===== src/rtl/game_timer.sv =====
// Game clock: four-state run/pause/over controller with a seconds prescaler,
// saturating seconds counter, incremental BCD digits and a difficulty stage.
module game_timer #(
  parameter int unsigned CLK_HZ = 25000000
) (
  input  logic       clk,
  input  logic       rst_n,
  input  logic       start,
  input  logic       pause,
  input  logic       game_over,
  output logic [7:0] seconds,
  output logic       sec_tick,
  output logic [3:0] sec_hund,
  output logic [3:0] sec_tens,
  output logic [3:0] sec_ones,
  output logic [1:0] stage,
  output logic       stage_up,
  output logic       running
);

  localparam int unsigned    PW       = (CLK_HZ > 1) ? $clog2(CLK_HZ) : 1;
  localparam logic [PW-1:0] PRESC_TC = PW'(CLK_HZ - 1);

  typedef enum logic [1:0] {IDLE, RUN, PAUSED, OVER} state_e;

  state_e        state_q, state_d;
  logic [PW-1:0] presc_q, presc_d;
  logic [7:0]    sec_q, sec_d;
  logic [3:0]    hund_q, hund_d, tens_q, tens_d, ones_q, ones_d;
  logic [1:0]    stage_q, stage_d;
  logic          tick_q, tick_d, up_q, up_d, run_q, run_d;
  logic          clear, count_en;

  always_comb begin
    state_d  = state_q;
    presc_d  = presc_q;
    sec_d    = sec_q;
    hund_d   = hund_q;
    tens_d   = tens_q;
    ones_d   = ones_q;
    stage_d  = stage_q;
    tick_d   = 1'b0;
    up_d     = 1'b0;
    clear    = 1'b0;
    count_en = 1'b0;

    // game_over outranks start, which outranks pause, in every state
    unique case (state_q)
      IDLE: if (!game_over && start) begin
        state_d = RUN;
        clear   = 1'b1;
      end
      RUN: begin
        if (game_over)  state_d = OVER;
        else if (pause) state_d = PAUSED;
        else            count_en = 1'b1;
      end
      PAUSED: begin
        if (game_over)   state_d = OVER;
        else if (!pause) state_d = RUN;
      end
      OVER: if (!game_over && start) begin
        state_d = RUN;
        clear   = 1'b1;
      end
      default: state_d = IDLE;
    endcase

    if (clear) begin
      presc_d = '0;
      sec_d   = '0;
      hund_d  = '0;
      tens_d  = '0;
      ones_d  = '0;
      stage_d = '0;
    end else if (count_en) begin
      if (presc_q == PRESC_TC) begin
        presc_d = '0;
        tick_d  = 1'b1;
        // Digits ripple alongside the binary count; both stop together at 255.
        if (sec_q != 8'd255) begin
          sec_d = sec_q + 8'd1;
          if (ones_q == 4'd9) begin
            ones_d = '0;
            if (tens_q == 4'd9) begin
              tens_d = '0;
              hund_d = hund_q + 4'd1;
            end else begin
              tens_d = tens_q + 4'd1;
            end
          end else begin
            ones_d = ones_q + 4'd1;
          end
          if (sec_q == 8'd9) begin
            stage_d = 2'd1;
            up_d    = 1'b1;
          end else if (sec_q == 8'd19) begin
            stage_d = 2'd2;
            up_d    = 1'b1;
          end
        end
      end else begin
        presc_d = presc_q + 1'b1;
      end
    end

    run_d = (state_d == RUN);
  end

  always_ff @(posedge clk or negedge rst_n) begin
    if (!rst_n) begin
      state_q <= IDLE;
      presc_q <= '0;
      sec_q   <= '0;
      hund_q  <= '0;
      tens_q  <= '0;
      ones_q  <= '0;
      stage_q <= '0;
      tick_q  <= 1'b0;
      up_q    <= 1'b0;
      run_q   <= 1'b0;
    end else begin
      state_q <= state_d;
      presc_q <= presc_d;
      sec_q   <= sec_d;
      hund_q  <= hund_d;
      tens_q  <= tens_d;
      ones_q  <= ones_d;
      stage_q <= stage_d;
      tick_q  <= tick_d;
      up_q    <= up_d;
      run_q   <= run_d;
    end
  end

  assign seconds  = sec_q;
  assign sec_hund = hund_q;
  assign sec_tens = tens_q;
  assign sec_ones = ones_q;
  assign stage    = stage_q;
  assign sec_tick = tick_q;
  assign stage_up = up_q;
  assign running  = run_q;

endmodule


===== config.mk =====
export PLATFORM = sky130hd
export DESIGN_NAME = game_timer
export DESIGN_NICKNAME = d
export VERILOG_FILES = /design/src/rtl/game_timer.sv
export SDC_FILE = /design/constraint.sdc
export NUM_CORES = 1
export LEC_CHECK = 0
export ABC_CLOCK_PERIOD_IN_PS = 3600
export BUFFER_PORTS_ARGS = -buffer_cell sky130_fd_sc_hd__buf_2
export CORE_MARGIN = 3
export CORE_UTILIZATION = 55
export CTS_CLUSTER_DIAMETER = 200
export DETAILED_ROUTE_END_ITERATION = 7
export GPL_ROUTABILITY_DRIVEN = 0
export PLACE_DENSITY = 0.8
export SETUP_SLACK_MARGIN = 0.1
export SLEW_MARGIN = 20
export SYNTH_ARGS = -nofsm -noshare
export SYNTH_HDL_FRONTEND = slang
export SYNTH_SLANG_ARGS = --single-unit

===== constraint.sdc =====
create_clock -name clk -period 3.6 [get_ports clk]
set_clock_uncertainty 0.15 [all_clocks]
set_input_delay 0.18 -clock clk [delete_from_list [all_inputs] [get_ports clk]]
set_output_delay 0.18 -clock clk [all_outputs]
set_load 0.02 [all_outputs]

==> results.ini, run 1 <==
[critical_path]
endpoint_kind = register
ff2ff_path_depth = 8
crit_type = register to register
worstPathRequired_ns = 3.64
crit_start = state_q[0]$_DFF_PN0_
arrival_ns = 2.68
startpoint_type = register
cp_max_fo = 9
regToRegStartpoint = state_q[0]$_DFF_PN0_
r2r_slack_ns = 0.96
r2r_end = presc_q[6]$_DFFE_PN0P_

[placement]
dp_hpwl_mm = 5.18
place_area_sq_mm = 0.00329
numPortBuffers = 29

[synth]
synth_top_cell_by_area = dfrtp_1
syn_nets = 359
yosysSeqAreaShare = 0.420
synth_ff_type = dfrtp_1
synth_warnings = 0
synth_top_area_share = 0.420
netlist_area_sq_mm = 0.00310
synthDistinctLibCells = 60
yosys-top-cells-area = dfrtp_1 42%, ha_1 4.0%, nand2_1 4.0%
syn_inst = 344
synth.avg_cell_area_sq_um = 9.01
synthArstFlopShare = 1.00
ys_ff_latch = 52
synth_edf_count = 0

[sta]
rsz0062_at_grt = false
hold_viol = 0
slew_headroom = 0.347
finalSetupTns_ns = 0
setup_violations = 0
period_needed_ns = 2.64
tightest_slew_ns = 0.979
holdWs_ns = 0.102
slew_violations = 0
max_freq_mhz = 378
period_share = 0.734

[clock_network]
htree_num_levels = 2
clock_latency_ns = 0.31
clk_pin_slew_ns = 0.09
cts.path.max_buffers = 2
cts_buffers = 5
cts_tree = done
cts_root_buf = clkbuf_8
cts_sinks = 52
cts_resized = 0
cts_setup_buffers = 0

[finish]
final_common_cell = dfrtp_1
n_antenna_cell = 0
final_core_utilization = 0.649
final_cell_mix = 52 x dfrtp_1, 33 x nand2_1, 29 x buf_2, 24 x nor2_1, 20 x nand3_1
final_layout_size_suffix_gt1_frac = 0.147
area_growth_pct = 10.4
fin_area_sq_mm = 0.00342
layout.nets = 388

[floorplan]
rows = 26
initial_core_util = 0.588
coreArea_sq_mm = 0.00527
fp.dieW_um = 81.1
die_y_um = 81.1
io-pin-count = 30
die_area_sq_mm = 0.00657

[global_route]
grt_pass1_vias = 2550
antenna_found_initial = 0
grt_max_degree = 45
gr-total-overflow = 0
grt_pass1_wl_mm = 12.2
grt.total_usage = 0.240

[detailed_routing]
drc_errors = 0
vias = 2850
wire_per_inst_um = 16.8
drt_wl_total_mm = 7.45
first_pass_iters = 5
vias_per_cell = 6.42
drt_iter0_drc = 306
ant_nets = 0

[pwr]
leakage_nw = 1.54
peakVddDrop_uv = 282
power-per-cell-area_mw_per_mm2 = 470

[hold_path]
min_from = game_over
worstHoldEndpoint = state_q[0]$_DFF_PN0_
holdCritPathClass = primary input to register
holdPathStages = 3

[job]
maxCapViolCount = 0

[run_status]
status = completed

[where the power goes]
| group | internal (mW) | switching [mW] |
|---|---|---|
| logic | 0.148 | 0.295 |
| registers | 0.651 | 0.0754 |
| clock network | 0.245 | 0.193 |
| total | 1.04 | 0.563 |
[flip-flops by register name, indices dropped and copies added, names as in the netlist, 2 cells and up]
register	count
presc_q	25
sec_hund	4
sec_ones	4
sec_tens	4
seconds	8
stage	2
state_q	2
[synthesized netlist by cell type, drive strengths merged, types with 3 or more instances]
cell type and instances:
nor4bb 3, o31ai 4, o21bai 4, o211ai 4, ha 10, xor2 5
buf 10, inv 17, o21ai 20, nand3 22, nand2 33, nand2b 6
nand3b 3, nor2 25, xnor2 4, a21oi 17, dfrtp 52, and3 10
o22ai 3, and4 5, nand4 16, nor4 12, and2 4, a31oi 18
nor3 11
[worst max-delay path, cell delays in order (launching register included)]
cell	delay, ns
dfrtp_1	0.38
inv_1	0.07
ha_1	0.35
nand2_1	0.15
nor2_1	0.17
nor3_1	0.54
buf_4	0.28
nand2_1	0.11
o41ai_1	0.32
[how the worst max path moves through the flow]
stage / to / slack (ns) / cells past startpoint
4_1_cts: presc_q[6]$_DFFE_PN0P_ / 0.95 / 8
5_1_grt: presc_q[6]$_DFFE_PN0P_ / 0.70 / 8
3_5_place_dp: presc_q[17]$_DFFE_PN0P_ / 1.03 / 7
2_1_floorplan: sec_ones[1]$_DFFE_PN0P_ / 1.44 / 8
3_3_place_gp: presc_q[19]$_DFFE_PN0P_ / 1.11 / 6
6_report: presc_q[6]$_DFFE_PN0P_ / 0.96 / 8
[area by class of cell]
class | count | area [sq um]
fill | 457 | 1850
multi-input combinational | 263 | 1660
sequential | 52 | 1300
timing repair buffer | 34 | 185
clock buffer | 7 | 96.3
tap | 70 | 87.6
inverter | 17 | 63.8
clock inverter | 1 | 30.0
[layer usage]
layer  wire length, um  vias to the layer above  GRT usage  share of wire
li1                  -                     1344          -              -
met1              3380                     1366      0.330           0.45
met2              3450                      124      0.382           0.46
met3               491                       16     0.0366          0.066
met4               128                        0     0.0946          0.017
met5                 0                        -          0              0
[metrics by stage]
| stage | setup slack (ns) | total power, mW | instances |
|---|---|---|---|
| 2_1_floorplan | 1.44 | 1.04 | 344 |
| 3_3_place_gp | 1.11 | 1.15 | 435 |
| 3_5_place_dp | 1.03 | 1.17 | 435 |
| 4_1_cts | 0.950 | 1.61 | 444 |
| 5_1_grt | 0.699 | 1.70 | 444 |
| 6_report | 0.957 | 1.61 | 444 |
[logic make-up (layout without fill, tap and decap cells)]
logic type               after synthesis  count (layout)  share of synthesized area
AND/OR/NAND/NOR                      155             155                      0.280
AO/OA/AOI/OAI                         87              87                      0.182
flip-flops                            52              52                      0.420
buffers and inverters                 29              59                     0.0456
adder cells (fa/ha/maj)               10              10                     0.0404
XOR/XNOR                               9               9                     0.0254
multiplexers                           2               2                    0.00686
[repair_timing]
| action | CTS | global route |
|---|---|---|
| setup endpoints to repair | 0 | 0 |
| hold buffers | 1 | 0 |
| endpoints found under the hold margin | 43 | 0 |
Power figures use the tool's default switching activity.
==> inputs of run 2 (changes only) <==
- ABC_AREA: unset -> 1
- ABC_CLOCK_PERIOD_IN_PS: 3600 -> 2400
- CORE_UTILIZATION: 55 -> 54
- PLACE_DENSITY: 0.8 -> 0.81
- clock period: 3.6 -> 2.4 ns (I/O delays scaled with it)
==> results.ini, run 2 <==
[finish]
n_fill_cell = 521  ; was 457
seqCellArea_sq_mm = 0.00130  ; unchanged
area_growth_pct = 10.4  ; about the same
stdcell_count = 569  ; was 444
n_antenna_cell = 0  ; unchanged
final_layout_size_suffix_gt1_frac = 0.146  ; was 0.147
largest_register_ffs = 25  ; unchanged
layout.nets = 508  ; was 388
fin_area_sq_mm = 0.00370  ; was 0.00342 sq mm
final_cell_mix = 116 x nand2_1, 67 x nor2_1, 53 x inv_1, 52 x dfrtp_1, 43 x nand3_1  ; was 52 x dfrtp_1, 33 x nand2_1, 29 x buf_2, 24 x nor2_1, 20 x nand3_1
final_common_cell = nand2_1  ; was dfrtp_1
top_register = presc_q  ; unchanged
multiInputGateArea_sq_mm = 0.00178  ; was 0.00166 sq mm

[placement]
dp_hpwl_mm = 5.65  ; was 5.18 mm
place_area_sq_mm = 0.00357  ; was 0.00329 sq mm
numPortBuffers = 29  ; unchanged
dp_slack_ns = 0.242  ; was 1.03 ns
dp.cells = 559  ; was 435

[critical_path]
cp_common_cell = inv_1  ; was nand2_1
worstPathRequired_ns = 2.46  ; was 3.64 ns
ff2ff_path_depth = 10  ; was 8
r2r_slack_ns = 0.28  ; was 0.96 ns
path_cells = inv_1 -> ha_1 -> nand3_2 -> buf_12 -> inv_2 -> a21oi_1 -> inv_1 -> nand2_4 -> nand2_1 -> o21ai_2  ; was inv_1 -> ha_1 -> nand2_1 -> nor2_1 -> nor3_1 -> buf_4 -> nand2_1 -> o41ai_1
cpMaxStageDelayCell = dfrtp_1  ; was nor3_1
crit_buf_inv = 4  ; was 2
arrival_ns = 2.18  ; was 2.68 ns
endpoint_kind = register  ; unchanged
startpoint_type = register  ; unchanged
crit_type = register to register  ; unchanged
path_delay_family = buffers and inverters  ; was simple AND/OR/NAND/NOR gates
regToRegStartpoint = state_q[0]$_DFF_PN0_  ; unchanged
r2r_end = sec_tens[2]$_DFFE_PN0P_  ; was presc_q[6]$_DFFE_PN0P_
cp_max_fo = 17  ; was 9
cpPeakStageDelay_ns = 0.40  ; was 0.54 ns

[pwr]
power-per-cell-area_mw_per_mm2 = 780  ; was 470 mW/mm^2
peakVddDrop_uv = 634  ; was 282 uV
leakage_nw = 1.88  ; was 1.54 nW

[sta]
period_needed_ns = 2.12  ; was 2.64 ns
tightest_slew_ns = 0.431  ; was 0.979 ns
slew_headroom = 0.712  ; was 0.347
finalSetupTns_ns = 0  ; unchanged
hold_viol = 0  ; unchanged
fin_ws_ns = 0.277  ; was 0.957 ns
period_share = 0.885  ; was 0.734
slew_violations = 0  ; unchanged
max_freq_mhz = 471  ; was 378 MHz
setup_violations = 0  ; unchanged
rsz0062_at_grt = false  ; unchanged
holdWs_ns = 0.0635  ; was 0.102 ns

[synth]
yosysMostFrequentCell = nand2_1  ; was dfrtp_1
synth.avg_cell_area_sq_um = 7.31  ; was 9.01 sq um
synth_edf_count = 0  ; unchanged
syn_nets = 473  ; was 359
synthTopCellsByCount = 116 x nand2_1, 67 x nor2_1, 53 x inv_1, 52 x dfrtp_1, 44 x nand3_1  ; was 52 x dfrtp_1, 33 x nand2_1, 24 x nor2_1, 20 x nand3_1, 18 x a31oi_1
yosys-top-cells-area = dfrtp_1 39%, nand2_1 13%, nor2_1 7.5%  ; was dfrtp_1 42%, ha_1 4.0%, nand2_1 4.0%
synth_warnings = 0  ; unchanged
syn_inst = 458  ; was 344
synthDistinctLibCells = 36  ; was 60
yosysSeqAreaShare = 0.388  ; was 0.420
synth_top_area_share = 0.388  ; was 0.420
synth_top_cell_by_area = dfrtp_1  ; unchanged
ys_ff_latch = 52  ; unchanged
synthArstFlopShare = 1.00  ; unchanged
netlist_area_sq_mm = 0.00335  ; was 0.00310 sq mm
synth_ff_type = dfrtp_1  ; unchanged

[global_route]
grt_pass1_vias = 2886  ; was 2550
grt_max_degree = 24  ; was 45
use_met1 = 0.304  ; was 0.330
grtUsageMet2 = 0.358  ; was 0.382
antenna_found_initial = 0  ; unchanged
grtUsageMet3 = 0.0363  ; was 0.0366
grt_pass1_wl_mm = 13.1  ; was 12.2 mm
grt.total_usage = 0.221  ; was 0.240
globalRoute.busiestLayer = met2  ; unchanged
gr-total-overflow = 0  ; unchanged

[hold_path]
worstHoldEndpoint = state_q[0]$_DFF_PN0_  ; unchanged
min_from = game_over  ; unchanged
holdPathStages = 3  ; unchanged
holdCritPathClass = primary input to register  ; unchanged

[clock_network]
clk_pin_slew_ns = 0.09  ; about the same
clock_latency_ns = 0.31  ; about the same
cts_buffers = 5  ; unchanged
cts_tree = done  ; unchanged
cts_setup_buffers = 0  ; unchanged
cts_root_buf = clkbuf_8  ; unchanged
cts_sinks = 52  ; unchanged
htree_num_levels = 2  ; unchanged
cts.path.max_buffers = 2  ; unchanged

[job]
maxCapViolCount = 0  ; unchanged

[detailed_routing]
vias = 3158  ; was 2850
drt_wl_total_mm = 7.60  ; was 7.45 mm
drc_errors = 0  ; unchanged
wire_per_inst_um = 13.4  ; was 16.8 um
drt_iter0_drc = 324  ; was 306
first_pass_iters = 5  ; unchanged
vias_per_cell = 5.55  ; was 6.42
ant_nets = 0  ; unchanged

[floorplan]
die_area_sq_mm = 0.00718  ; was 0.00657 sq mm
die_y_um = 84.8  ; was 81.1 um
rows = 28  ; was 26
coreArea_sq_mm = 0.00596  ; was 0.00527 sq mm
initial_core_util = 0.562  ; was 0.588
io-pin-count = 30  ; unchanged
fp.dieW_um = 84.8  ; was 81.1 um

[run_status]
status = completed  ; unchanged

## run 2: cell types whose count changed after synthesis, sizes merged, moves of 5 or more
| cell | change |
|---|---|
| and4 | -5 |
| xor2 | +10 |
| nand2b | -6 |
| inv | +42 |
| nor2 | +48 |
| a21oi | -8 |
| nor4 | -10 |
| a31oi | -17 |
| nand2 | +89 |
| and3 | -7 |
| nand3 | +24 |
## run 2: cell families (layout without fill, tap and decap cells)
group,after synthesis,count (layout),share of synthesized area
AO/OA/AOI/OAI,35,35,0.0628
adder cells (fa/ha/maj),10,10,0.0374
XOR/XNOR,17,17,0.0445
flip-flops,52,52,0.388
buffers and inverters,66,102,0.0829
AND/OR/NAND/NOR,278,278,0.384
## run 2: per-layer routing
metal | vias up | routed length [um]
met3 | 18 | 442
met1 | 1486 | 3430
met4 | 0 | 138
li1 | 1533 | -
met2 | 121 | 3590
met5 | - | 0
## run 2: what timing repair did
action / in CTS / in global routing
gates resized for setup: 0 / 2
hold buffers: 2 / 0
hold endpoints to repair: 17 / 0
endpoints found under the setup margin: 0 / 13
## run 2: how the worst max path moves through the flow
stage,startpoint,end,slack [ns],cells past startpoint
2_1_floorplan,seconds[0]$_DFFE_PN0P_,sec_hund[0]$_DFFE_PN0P_,0.59,9
5_1_grt,state_q[0]$_DFF_PN0_,presc_q[19]$_DFFE_PN0P_,0.12,10
4_1_cts,state_q[0]$_DFF_PN0_,presc_q[19]$_DFFE_PN0P_,0.18,10
3_5_place_dp,state_q[0]$_DFF_PN0_,presc_q[19]$_DFFE_PN0P_,0.24,10
6_report,state_q[0]$_DFF_PN0_,sec_tens[2]$_DFFE_PN0P_,0.28,10
3_3_place_gp,state_q[0]$_DFF_PN0_,sec_tens[3]$_DFFE_PN0P_,0.33,10
## run 2: final cells by class
cell class / instances / area share
Multi-Input combinational cell: 340 / 0.481
Sequential cell: 52 / 0.352
Inverter: 59 / 0.0599
Timing Repair Buffer: 35 / 0.0562
Tap cell: 75 / 0.0254
Clock buffer: 7 / 0.0233
Clock inverter: 1 / 0.00203
## run 2: where the power goes
| part | internal [mW] | switching [mW] | total (mW) |
|---|---|---|---|
| Clock | 0.235 | 0.293 | 0.528 |
| Sequential | 1.03 | 0.181 | 1.21 |
| Combinational | 0.406 | 0.744 | 1.15 |
| Total | 1.67 | 1.22 | 2.89 |
## run 2: stage by stage
stage	total power, mW	utilization
finish	2.89	0.621
global placement	2.31	0.600
global route	3.09	0.621
CTS	2.89	0.619
floorplan	2.05	-
detailed placement	2.36	0.600
## run 2: worst min-delay path, stage by stage
cell,delay (ns)
buf_2,0.12
a211oi_1,0.06
a31oi_1,0.18
